--- src/rtl/key_pkg.sv ---
// Shared constants and helpers for the panel-button conditioning front end.
package key_pkg;

   localparam int KEY_W = 8;
   localparam int CONFLICT_IDX = 8;
   localparam logic [KEY_W-1:0] RELEASED = 8'hFF;

   localparam int DEF_TICK_DIV = 24000;
   localparam int DEF_STABLE_TICKS = 10;

   // Number of buttons at the pressed (low) level.
   function automatic logic [3:0] count_pressed(input logic [KEY_W-1:0] lvl);
      logic [3:0] n;
      n = 4'd0;
      for (int i = 0; i < KEY_W; i++) begin
         n = n + {3'd0, ~lvl[i]};
      end
      return n;
   endfunction

   function automatic logic [2:0] lowest_index(input logic [KEY_W-1:0] v);
      logic [2:0] idx;
      idx = 3'd0;
      for (int i = KEY_W - 1; i >= 0; i--) begin
         if (v[i]) idx = 3'(i);
      end
      return idx;
   endfunction

endpackage

--- src/rtl/key_debounce_if.sv ---
// Button pins in, debounced KEY bus and press event out.
interface key_debounce_if;
   import key_pkg::*;

   logic [KEY_W-1:0] BTN_N;
   logic [KEY_W:0]   KEY;
   logic             PRESS_STB;
   logic [2:0]       PRESS_CODE;

   modport master (output BTN_N, input KEY, input PRESS_STB, input PRESS_CODE);
   modport slave  (input BTN_N, output KEY, output PRESS_STB, output PRESS_CODE);
endinterface

--- src/rtl/key_debounce_bit.sv ---
// One button: two-flop synchroniser plus tick-based stability counter.
module key_debounce_bit
   import key_pkg::*;
#(
   parameter int STABLE_TICKS = DEF_STABLE_TICKS
) (
   input  logic CLK,
   input  logic RESET,
   input  logic tick,
   input  logic raw,
   output logic deb,
   output logic deb_nxt
);

   localparam logic [7:0] CNT_LAST = 8'(STABLE_TICKS - 1);

   logic       sync1_q, sync2_q;
   logic       deb_q, deb_d;
   logic [7:0] stab_cnt_q, stab_cnt_d;

   always_ff @(posedge CLK or posedge RESET) begin
      if (RESET) begin
         sync1_q    <= 1'b1;
         sync2_q    <= 1'b1;
         deb_q      <= 1'b1;
         stab_cnt_q <= 8'd0;
      end else begin
         sync1_q    <= raw;
         sync2_q    <= sync1_q;
         deb_q      <= deb_d;
         stab_cnt_q <= stab_cnt_d;
      end
   end

   // Any cycle where the input agrees with the accepted level restarts the count,
   // so glitches between ticks are discarded too.
   always_comb begin
      deb_d      = deb_q;
      stab_cnt_d = stab_cnt_q;
      if (sync2_q == deb_q) begin
         stab_cnt_d = 8'd0;
      end else if (tick) begin
         if (stab_cnt_q == CNT_LAST) begin
            deb_d      = sync2_q;
            stab_cnt_d = 8'd0;
         end else begin
            stab_cnt_d = stab_cnt_q + 8'd1;
         end
      end
   end

   assign deb     = deb_q;
   assign deb_nxt = deb_d;

endmodule

--- src/rtl/key_debounce.sv ---
// Panel button front end: shared sample tick, eight debouncers, conflict flag
// and press-event encoder.
module key_debounce
   import key_pkg::*;
#(
   parameter int TICK_DIV     = DEF_TICK_DIV,
   parameter int STABLE_TICKS = DEF_STABLE_TICKS
) (
   input  logic           CLK,
   input  logic           RESET,
   key_debounce_if.slave  bus
);

   localparam int CNT_W = (TICK_DIV > 2) ? $clog2(TICK_DIV) : 1;
   localparam logic [CNT_W-1:0] TICK_LAST = CNT_W'(TICK_DIV - 1);

   logic [CNT_W-1:0] tick_cnt_q, tick_cnt_d;
   logic             tick;

   logic [KEY_W-1:0] deb, deb_nxt, fell;

   logic             conflict_q, conflict_d;
   logic             press_stb_q, press_stb_d;
   logic [2:0]       press_code_q, press_code_d;

   always_ff @(posedge CLK or posedge RESET) begin
      if (RESET) begin
         tick_cnt_q   <= '0;
         conflict_q   <= 1'b0;
         press_stb_q  <= 1'b0;
         press_code_q <= 3'd0;
      end else begin
         tick_cnt_q   <= tick_cnt_d;
         conflict_q   <= conflict_d;
         press_stb_q  <= press_stb_d;
         press_code_q <= press_code_d;
      end
   end

   // Free-running divider; never realigned to input edges.
   always_comb begin
      tick       = (tick_cnt_q == TICK_LAST);
      tick_cnt_d = tick ? '0 : tick_cnt_q + 1'b1;
   end

   for (genvar i = 0; i < KEY_W; i++) begin : g_bit
      key_debounce_bit #(
         .STABLE_TICKS (STABLE_TICKS)
      ) u_bit (
         .CLK     (CLK),
         .RESET   (RESET),
         .tick    (tick),
         .raw     (bus.BTN_N[i]),
         .deb     (deb[i]),
         .deb_nxt (deb_nxt[i])
      );
   end

   // Flag and event logic look at next-state levels so they land with KEY[7:0].
   always_comb begin
      fell         = deb & ~deb_nxt;
      conflict_d   = (count_pressed(deb_nxt) >= 4'd2);
      press_stb_d  = |fell;
      press_code_d = press_code_q;
      if (|fell) press_code_d = lowest_index(fell);
   end

   assign bus.KEY[KEY_W-1:0]   = deb;
   assign bus.KEY[CONFLICT_IDX] = conflict_q;
   assign bus.PRESS_STB        = press_stb_q;
   assign bus.PRESS_CODE       = press_code_q;

endmodule

--- src/flat_wrapper.sv ---
// flat-port wrapper written by rule: the top's interface ports become plain ports
module key_debounce_flat import key_pkg::*;
#(
   parameter int TICK_DIV     = DEF_TICK_DIV,
   parameter int STABLE_TICKS = DEF_STABLE_TICKS
)
  (CLK, RESET, bus_BTN_N, bus_KEY, bus_PRESS_STB, bus_PRESS_CODE);
  key_debounce_if bus_i ();
  input  logic CLK;
  input  logic RESET;
  input wire logic [$bits(bus_i.BTN_N)-1:0] bus_BTN_N;
  output wire logic [$bits(bus_i.KEY)-1:0] bus_KEY;
  output wire logic [$bits(bus_i.PRESS_STB)-1:0] bus_PRESS_STB;
  output wire logic [$bits(bus_i.PRESS_CODE)-1:0] bus_PRESS_CODE;
  assign bus_i.BTN_N = bus_BTN_N;
  assign bus_KEY = bus_i.KEY;
  assign bus_PRESS_STB = bus_i.PRESS_STB;
  assign bus_PRESS_CODE = bus_i.PRESS_CODE;
  key_debounce #(.TICK_DIV(TICK_DIV), .STABLE_TICKS(STABLE_TICKS)) u_core (.CLK(CLK), .RESET(RESET), .bus(bus_i));
endmodule
--- config.mk ---
export PLATFORM = sky130hd
export DESIGN_NAME = key_debounce_flat
export DESIGN_NICKNAME = d
export VERILOG_FILES = /design/src/rtl/key_pkg.sv /design/src/rtl/key_debounce_if.sv /design/src/rtl/key_debounce_bit.sv /design/src/rtl/key_debounce.sv /design/src/flat_wrapper.sv
export SDC_FILE = /design/constraint.sdc
export NUM_CORES = 1
export LEC_CHECK = 0
export ABC_CLOCK_PERIOD_IN_PS = 10600
export CORE_MARGIN = 3
export CORE_UTILIZATION = 43
export CTS_CLUSTER_DIAMETER = 200
export DETAILED_ROUTE_END_ITERATION = 10
export PLACE_DENSITY_LB_ADDON = 0.08
export SYNTH_ARGS = -nofsm -noshare
export SYNTH_HDL_FRONTEND = slang
export SYNTH_SLANG_ARGS = --single-unit
export TNS_END_PERCENT = 1
--- constraint.sdc ---
create_clock -name CLK -period 10.6 [get_ports CLK]
set_input_delay 1.06 -clock CLK [delete_from_list [all_inputs] [get_ports CLK]]
set_output_delay 1.06 -clock CLK [all_outputs]
set_load 0.02 [all_outputs]
Yosys cells after proc, flatten, opt, wreduce, memory -nomap -nowiden
Index checks and enable logic that the tools add are counted.
{"block": "classes", "mux": 57, "n_eq_ne": 17, "n_addsub": 16, "bitwise_logic": 10, "reduce_logical": 9, "magnitude_cmp": 1}
{"operator": "$mux 8", "n": 24}
{"operator": "$add 8x1->8 const B", "n": 8}
{"operator": "$eq 8x4->1 const B", "n": 8}
{"operator": "$add 4x1->4", "n": 6}
{"operator": "$mux 1", "n": 24}
{"operator": "$mux 3", "n": 8}
{"operator": "$reduce_bool 2->1", "n": 8}
{"operator": "$add 15x1->15 const B", "n": 1}
{"operator": "$eq 15x15->1 const B", "n": 1}
{"operator": "$mux 15", "n": 1}
{"operator": "$and 8x8->8", "n": 1}
{"operator": "$eq 1x1->1", "n": 8}
{"operator": "$not 1->1", "n": 8}
{"operator": "$not 8->8", "n": 1}
{"operator": "$reduce_or 8->1", "n": 1}
{"operator": "$ge 4x2->1 const B", "n": 1}
{"operator": "$add 1x1->2", "n": 1}
{"block": "word_totals", "reg_bits": 108}

Longest topological paths before layout
{"block": "logic_depth", "ltp_word": 14, "ltp_mapped": 20, "depth_no_buf": 17}

Hierarchy
From an unflattened synthesis, not the netlist that was laid out.
{"block": "hier_totals", "cells_unflattened": 652, "area_unflattened_um2": 6606.3}
{"module": "key_debounce_bit", "cells_per_inst": 67, "seq_area_each_um2": 279.0, "area_per_inst_um2": 679.4, "instances": 8}
{"module": "key_debounce", "cells_per_inst": 116, "seq_area_each_um2": 500.5, "area_per_inst_um2": 1171.1, "instances": 1}

Worst setup path before layout
Ideal clock, no wire load.
{"block": "synth_path", "path_type": "flip-flop to flip-flop", "from": "register u_core.tick_cnt_q[0]", "to": "register u_core.conflict_q", "t_arrival_ns": 4.511, "stages_incl_launch_ff": 21, "t_required_ns": 10.535, "path_slack_ns": 6.024, "n_path_buf": 3, "cell_sequence": "dfrtp_1 ha_1 nand2_1 or2_1 buf_2 or4_1 clkbuf_1 buf_2 o21a_1 a31oi_1 ha_1 fa_1 inv_1 fa_1 inv_1 fa_1 inv_1 fa_1 a211oi_1 mux2_2 nand2_1"}
{"block": "synth_via", "elab_chain_cells": 12, "word_cells_on_any_way": 33, "cone_classes": "7 x add/sub; 1 x order compare; 1 x eq/ne; 16 x mux; 8 x bitwise"}
{"item": "start, declared", "line_no": "key_debounce.sv:17", "text": "logic [CNT_W-1:0] tick_cnt_q, tick_cnt_d;"}
{"item": "start signal, assigned", "line_no": "key_debounce.sv:33", "text": "tick_cnt_q <= tick_cnt_d;"}
{"item": "$eq 15x15->1 (*)", "line_no": "key_debounce.sv:42", "text": "tick = (tick_cnt_q == TICK_LAST);"}
{"item": "$mux 1", "line_no": "key_debounce_bit.sv:42", "text": "end else if (tick) begin"}
{"item": "$mux 1", "line_no": "key_debounce_bit.sv:40", "text": "if (sync2_q == deb_q) begin"}
{"item": "$not 1->1", "line_no": "key_pkg.sv:16", "text": "n = n + {3'd0, ~lvl[i]};"}
{"item": "$add 1x1->2", "line_no": "key_pkg.sv:16"}
{"item": "$add 4x1->4 (5 in a row)", "line_no": "key_pkg.sv:16"}
{"item": "$add 4x1->4 (*)", "line_no": "key_pkg.sv:16"}
{"item": "$ge 4x2->1 (*)", "line_no": "key_debounce.sv:62", "text": "conflict_d = (count_pressed(deb_nxt) >= 4'd2);"}
{"item": "via u_core.conflict_d", "line_no": "key_debounce.sv:22", "text": "logic conflict_q, conflict_d;"}
{"item": "end signal, assigned", "line_no": "key_debounce.sv:34", "text": "conflict_q <= conflict_d;"}
{"item": "end, declared", "line_no": "key_debounce.sv:22"}
The timed path passes the listed nets; every way through them passes the cells marked *.
A chain may end at the register's enable or synchronous reset.

Final worst setup path
Ends and elaborated chain as after synthesis.

==> flow_summary.html <==
<table>
<tr><th>Metric</th><th>Value</th></tr>
<tr><th colspan="2">Status</th></tr>
<tr><td>Outcome</td><td>finished clean</td></tr>
<tr><th colspan="2">Global routing</th></tr>
<tr><td>Total congestion overflow after global routing</td><td>0</td></tr>
<tr><td>Via count of the first global-routing pass</td><td>4160</td></tr>
<tr><td>Overall fraction of global-route tracks in use</td><td>18.53%</td></tr>
<tr><td>First-pass GRT wire length</td><td>21540 µm</td></tr>
<tr><td>Maximum number of pins on one net before global-route repair</td><td>78</td></tr>
<tr><td>Antenna violations before repair</td><td>0</td></tr>
<tr><th colspan="2">Setup path</th></tr>
<tr><td>Slowest cell delay on critical path</td><td>0.54 ns</td></tr>
<tr><td>Critical Path Most Common Cell</td><td>sky130_fd_sc_hd__fa_1</td></tr>
<tr><td>Cell chain of the critical path</td><td>ha_1 &gt; nand2_1 &gt; or2_1 &gt; or4_1 &gt; buf_4 &gt; o21a_1 &gt; a31oi_1 &gt; ha_1 &gt; fa_1 &gt; inv_1 &gt; fa_1 &gt; inv_1 &gt; fa_1 &gt; inv_1 &gt; fa_1 &gt; a211oi_1 &gt; mux2_2 &gt; nand2_1</td></tr>
<tr><td>Slowest cell on the critical path</td><td>sky130_fd_sc_hd__fa_1</td></tr>
<tr><td>Worst setup path startpoint</td><td>u_core.tick_cnt_q[0]</td></tr>
<tr><td>Setup crit end kind</td><td>flip-flop</td></tr>
<tr><td>Max FO, Critical Path</td><td>43</td></tr>
<tr><td>Req. time, crit path</td><td>10.85 ns</td></tr>
<tr><td>Reg-to-Reg Start</td><td>u_core.tick_cnt_q[0]</td></tr>
<tr><td>Cell class contributing the biggest share of worst-path delay</td><td>adder cells</td></tr>
<tr><td>Bufs and invs on worst path</td><td>4</td></tr>
<tr><td>Worst Path Arrival</td><td>5.27 ns</td></tr>
<tr><td>WS Path Type</td><td>reg -&gt; reg</td></tr>
<tr><td>Critical Path Start Type</td><td>flip-flop</td></tr>
<tr><th colspan="2">Timing</th></tr>
<tr><td>Share of the clock period used by the worst path after layout</td><td>47.37%</td></tr>
<tr><td>Final Slew Violations</td><td>0</td></tr>
<tr><td>Final number of setup-violating endpoints</td><td>0</td></tr>
<tr><td>Pin slew with the least headroom to its limit</td><td>0.9874 ns</td></tr>
<tr><td>Period minus WS final</td><td>5.021 ns</td></tr>
<tr><td>Final total negative setup slack</td><td>0 ns</td></tr>
<tr><td>Highest Clock Rate</td><td>199.2 MHz</td></tr>
<tr><td>Post-route clock skew</td><td>0.01228 ns</td></tr>
<tr><td>RSZ-0062 raised after global routing</td><td>no</td></tr>
<tr><td>Worst rel slew slack</td><td>34.17%</td></tr>
<tr><td>Number of hold violations in the final report</td><td>0</td></tr>
<tr><th colspan="2">Synthesis</th></tr>
<tr><td>Mean instance size in the synthesized netlist</td><td>9.734 µm²</td></tr>
<tr><td>Share of synthesized registers carrying an async set or reset</td><td>100.0%</td></tr>
<tr><td>Portion of synthesized cell area occupied by the leading cell type</td><td>36.54%</td></tr>
<tr><td>Post-synthesis sequential area ratio</td><td>47.50%</td></tr>
<tr><td>Area of the mapped netlist</td><td>5753 µm²</td></tr>
<tr><td>Number of synthesized flops with an enable pin</td><td>0</td></tr>
<tr><td>Cell types with the highest counts after synthesis</td><td>sky130_fd_sc_hd__dfrtp_1 (84), sky130_fd_sc_hd__a21oi_1 (54), sky130_fd_sc_hd__nand2_1 (40), sky130_fd_sc_hd__nor2_1 (37), sky130_fd_sc_hd__o21ai_0 (31)</td></tr>
<tr><td>Number of instances in the synthesized netlist</td><td>591</td></tr>
<tr><td>Number of distinct library cell variants in the gate-level netlist after synthesis</td><td>51</td></tr>
<tr><td>Most frequently used cell type in the post-synthesis netlist</td><td>sky130_fd_sc_hd__dfrtp_1</td></tr>
<tr><td>Dominant cells by area after synthesis</td><td>sky130_fd_sc_hd__dfrtp_1 (37%), sky130_fd_sc_hd__dfstp_2 (11%), sky130_fd_sc_hd__a21oi_1 (4.7%)</td></tr>
<tr><td>Cell accounting for the most synthesized area</td><td>sky130_fd_sc_hd__dfrtp_1</td></tr>
<tr><td>Number of nets produced by synthesis</td><td>625</td></tr>
<tr><td>Post-synth top flop</td><td>sky130_fd_sc_hd__dfrtp_1</td></tr>
<tr><td>FF+latch count, synth</td><td>108</td></tr>
<tr><td>Number of warning messages in the yosys log</td><td>0</td></tr>
<tr><th colspan="2">Placed design</th></tr>
<tr><td>Input/output buffers</td><td>22</td></tr>
<tr><td>Weighted congestion reported at the end of routability-driven placement</td><td>0.7871</td></tr>
<tr><td>Half-perimeter wire length after placement</td><td>8625 µm</td></tr>
<tr><th colspan="2">Power and ir drop</th></tr>
<tr><td>Sequential fraction of design power</td><td>55.1%</td></tr>
<tr><td>Pleak</td><td>2.448 nW</td></tr>
<tr><td>Clock share of power</td><td>42.5%</td></tr>
<tr><td>Final Power</td><td>0.0007615 W</td></tr>
<tr><td>Switching power summed over all nets</td><td>0.0001658 W</td></tr>
<tr><td>Sw Ratio</td><td>21.77%</td></tr>
<tr><td>PD cells</td><td>119.9 nW/µm²</td></tr>
<tr><td>Worst vdd rail ir drop</td><td>0.1038 mV</td></tr>
<tr><td>Internal power</td><td>0.0005957 W</td></tr>
<tr><td>Comb pwr share</td><td>2.3%</td></tr>
<tr><th colspan="2">Floorplanning</th></tr>
<tr><td>Die Outline Area</td><td>14800 µm²</td></tr>
<tr><td>Die outline width</td><td>121.7 µm</td></tr>
<tr><td>Initial Util</td><td>44.86%</td></tr>
<tr><td># IOs</td><td>23</td></tr>
<tr><td>Number of core rows</td><td>41</td></tr>
<tr><td>Core box area</td><td>12820 µm²</td></tr>
<tr><td>Die height</td><td>121.7 µm</td></tr>
<tr><th colspan="2">Route</th></tr>
<tr><td>DR pass1 iterations</td><td>5</td></tr>
<tr><td>WL final</td><td>12880 µm</td></tr>
<tr><td>Post-detailed-route DRC marker count</td><td>0</td></tr>
<tr><td>Detailed-route via count</td><td>4386</td></tr>
<tr><td>Residual antenna-violating net count after detailed routing</td><td>0</td></tr>
<tr><td>Via-per-instance ratio</td><td>5.652</td></tr>
<tr><td>Detailed router's first-iteration violation count</td><td>342</td></tr>
<tr><td>Per-cell routed wire length</td><td>16.59 µm</td></tr>
<tr><th colspan="2">Min path</th></tr>
<tr><td>Launch point of the worst hold path</td><td>u_core.g_bit[4].u_bit.sync1_q</td></tr>
<tr><td>Type of the tightest min-delay check</td><td>reg -&gt; reg</td></tr>
<tr><th colspan="2">Clock tree</th></tr>
<tr><td>Clock tree from TritonCTS</td><td>built</td></tr>
<tr><td>Number of sinks driven by the clock tree</td><td>108</td></tr>
<tr><td>Clk slew on worst S/H paths</td><td>0.07 ns</td></tr>
<tr><td>Buffer levels on the longest clock path</td><td>2</td></tr>
<tr><td>Worst skew pair latency</td><td>0.35 ns</td></tr>
<tr><td>Root buffer cell</td><td>sky130_fd_sc_hd__clkbuf_16</td></tr>
<tr><td>Buffer count from post-CTS setup fixing</td><td>0</td></tr>
<tr><td>CTS Hold Bufs</td><td>0</td></tr>
<tr><td>Resized cells post-CTS</td><td>0</td></tr>
<tr><td>Number of buffers created by CTS</td><td>9</td></tr>
<tr><td>Deepest level of the CTS H-tree</td><td>3</td></tr>
<tr><th colspan="2">Final layout</th></tr>
<tr><td>Number of diodes</td><td>0</td></tr>
<tr><td>Ratio of cells with drive above 1 in the final layout</td><td>9.768%</td></tr>
<tr><td>Layout overhead on the synthesized area</td><td>10.44%</td></tr>
<tr><td>Final layout net count</td><td>633</td></tr>
<tr><td>Fill cells</td><td>1189</td></tr>
<tr><th colspan="2">Job</th></tr>
<tr><td>Maximum Capacitance Violations</td><td>0</td></tr>
</table>
worst reg2reg max path: cells and delay by family, from the launching register on:
family / cells / cell delay, ns
buffers and inverters: 4 / 0.49
multiplexers: 1 / 0.19
AND/OR/NAND/NOR: 4 / 1.11
flip-flops: 1 / 0.38
adder cells (fa/ha/maj): 6 / 2.08
AO/OA/AOI/OAI: 3 / 0.67
cells by family (layout without fill, tap and decap cells):
| family | Yosys count | after routing | share of synthesized area, % |
|---|---|---|---|
| simple gates | 240 | 240 | 23.64 |
| compound gates | 130 | 130 | 13.31 |
| flops | 108 | 108 | 47.50 |
| buf+inv | 55 | 68 | 4.458 |
| xor+xnor | 30 | 30 | 4.567 |
| fa+ha+maj | 24 | 24 | 5.742 |
| mux | 4 | 4 | 0.7829 |
power by group through the flow:
stage | Combinational, W | Clock [W] | Sequential, W
5_1_grt | 0.0000205 | 0.000351 | 0.000420
4_1_cts | 0.0000188 | 0.000335 | 0.000420
3_5_place_dp | 0.0000188 | 0 | 0.000428
2_1_floorplan | 0.0000106 | 0 | 0.000427
6_report | 0.0000179 | 0.000324 | 0.000420
3_3_place_gp | 0.0000186 | 0 | 0.000428
flip-flops by register name, indices dropped and copies added (netlist names):
register                       count
u_core.g_bit.u_bit.stab_cnt_q     64
u_core.tick_cnt_q                 15
u_core.g_bit.u_bit.deb             8
u_core.g_bit.u_bit.sync1_q         8
u_core.g_bit.u_bit.sync2_q         8
u_core.bus.PRESS_CODE              3
u_core.bus.PRESS_STB               1
u_core.conflict_q                  1
final cells by class:
type	count	area, µm²	share of cell area [%]
Tap cell	172	215.2	3.387
Sequential cell	108	2733	43.01
Clock buffer	13	260.3	4.096
Timing Repair Buffer	27	257.7	4.057
Clock inverter	3	22.52	0.3545
Multi-Input combinational cell	428	2769	43.58
Inverter	25	96.34	1.516
cell usage in the layout (no fill, tap or decap), types with 3 or more instances in the layout:
cell type and instances:
sky130_fd_sc_hd__nor3b_1 4, sky130_fd_sc_hd__buf_4 5, sky130_fd_sc_hd__a311oi_1 4, sky130_fd_sc_hd__nand4b_1 10, sky130_fd_sc_hd__nand4_1 10, sky130_fd_sc_hd__xor2_1 9
sky130_fd_sc_hd__clkbuf_16 9, sky130_fd_sc_hd__mux2_2 4, sky130_fd_sc_hd__nor2b_1 7, sky130_fd_sc_hd__xnor2_1 21, sky130_fd_sc_hd__nand3_1 28, sky130_fd_sc_hd__a31oi_1 14
sky130_fd_sc_hd__nor4_1 12, sky130_fd_sc_hd__nor4b_1 4, sky130_fd_sc_hd__o21ai_0 31, sky130_fd_sc_hd__a31o_2 6, sky130_fd_sc_hd__inv_1 24, sky130_fd_sc_hd__clkdlybuf4s50_1 22
sky130_fd_sc_hd__or3_1 29, sky130_fd_sc_hd__dfstp_2 24, sky130_fd_sc_hd__ha_1 20, sky130_fd_sc_hd__nand2_1 40, sky130_fd_sc_hd__and3b_1 3, sky130_fd_sc_hd__dfrtp_1 84
sky130_fd_sc_hd__o21a_1 9, sky130_fd_sc_hd__nor3_1 6, sky130_fd_sc_hd__or4_1 13, sky130_fd_sc_hd__a21oi_1 54, sky130_fd_sc_hd__and2_1 17, sky130_fd_sc_hd__nand2b_1 3
sky130_fd_sc_hd__and3_1 9, sky130_fd_sc_hd__fa_1 4, sky130_fd_sc_hd__nor2_1 37
per-layer routing:
| layer | vias to the layer above | track usage (%) | wire length, µm | share of wire [%] |
|---|---|---|---|---|
| li1 | 2141 | - | - | - |
| met1 | 2154 | 25.97 | 6180 | 48 |
| met2 | 80 | 29.40 | 6104 | 47 |
| met3 | 11 | 4.550 | 452 | 3.5 |
| met4 | 0 | 3.922 | 139 | 1.1 |
| met5 | - | 0 | 0 | 0 |
worst paths after layout:
path                                                        to  slack [ns]  cells after the start
setup reg to reg                             u_core.conflict_q        5.58                     18
min in group asynchronous  u_core.g_bit[1].u_bit.stab_cnt_q[5]        1.05                      2
max in group asynchronous  u_core.g_bit[4].u_bit.stab_cnt_q[4]        8.21                      3
setup / recovery                             u_core.conflict_q        5.58                     18
hold reg to reg                  u_core.g_bit[4].u_bit.sync2_q        0.36                      0
hold / removal                   u_core.g_bit[4].u_bit.sync2_q        0.36                      0
metrics by stage:
| step | std cells | utilization [%] | hold slack [ns] | area (µm²) | worst slack, ns |
|---|---|---|---|---|---|
| floorplan | 591 | - | 0.3452 | 5753 | 6.024 |
| global placement | 760 | 47.34 | 0.3460 | 6071 | 5.759 |
| detailed placement | 760 | 47.34 | 0.3470 | 6071 | 5.617 |
| CTS | 776 | 49.54 | 0.3573 | 6354 | 5.586 |
| global route | 776 | 49.54 | 0.3591 | 6354 | 5.269 |
| finish | 776 | 49.54 | 0.3565 | 6354 | 5.579 |
No activity file was read; power rests on OpenSTA's default activity.
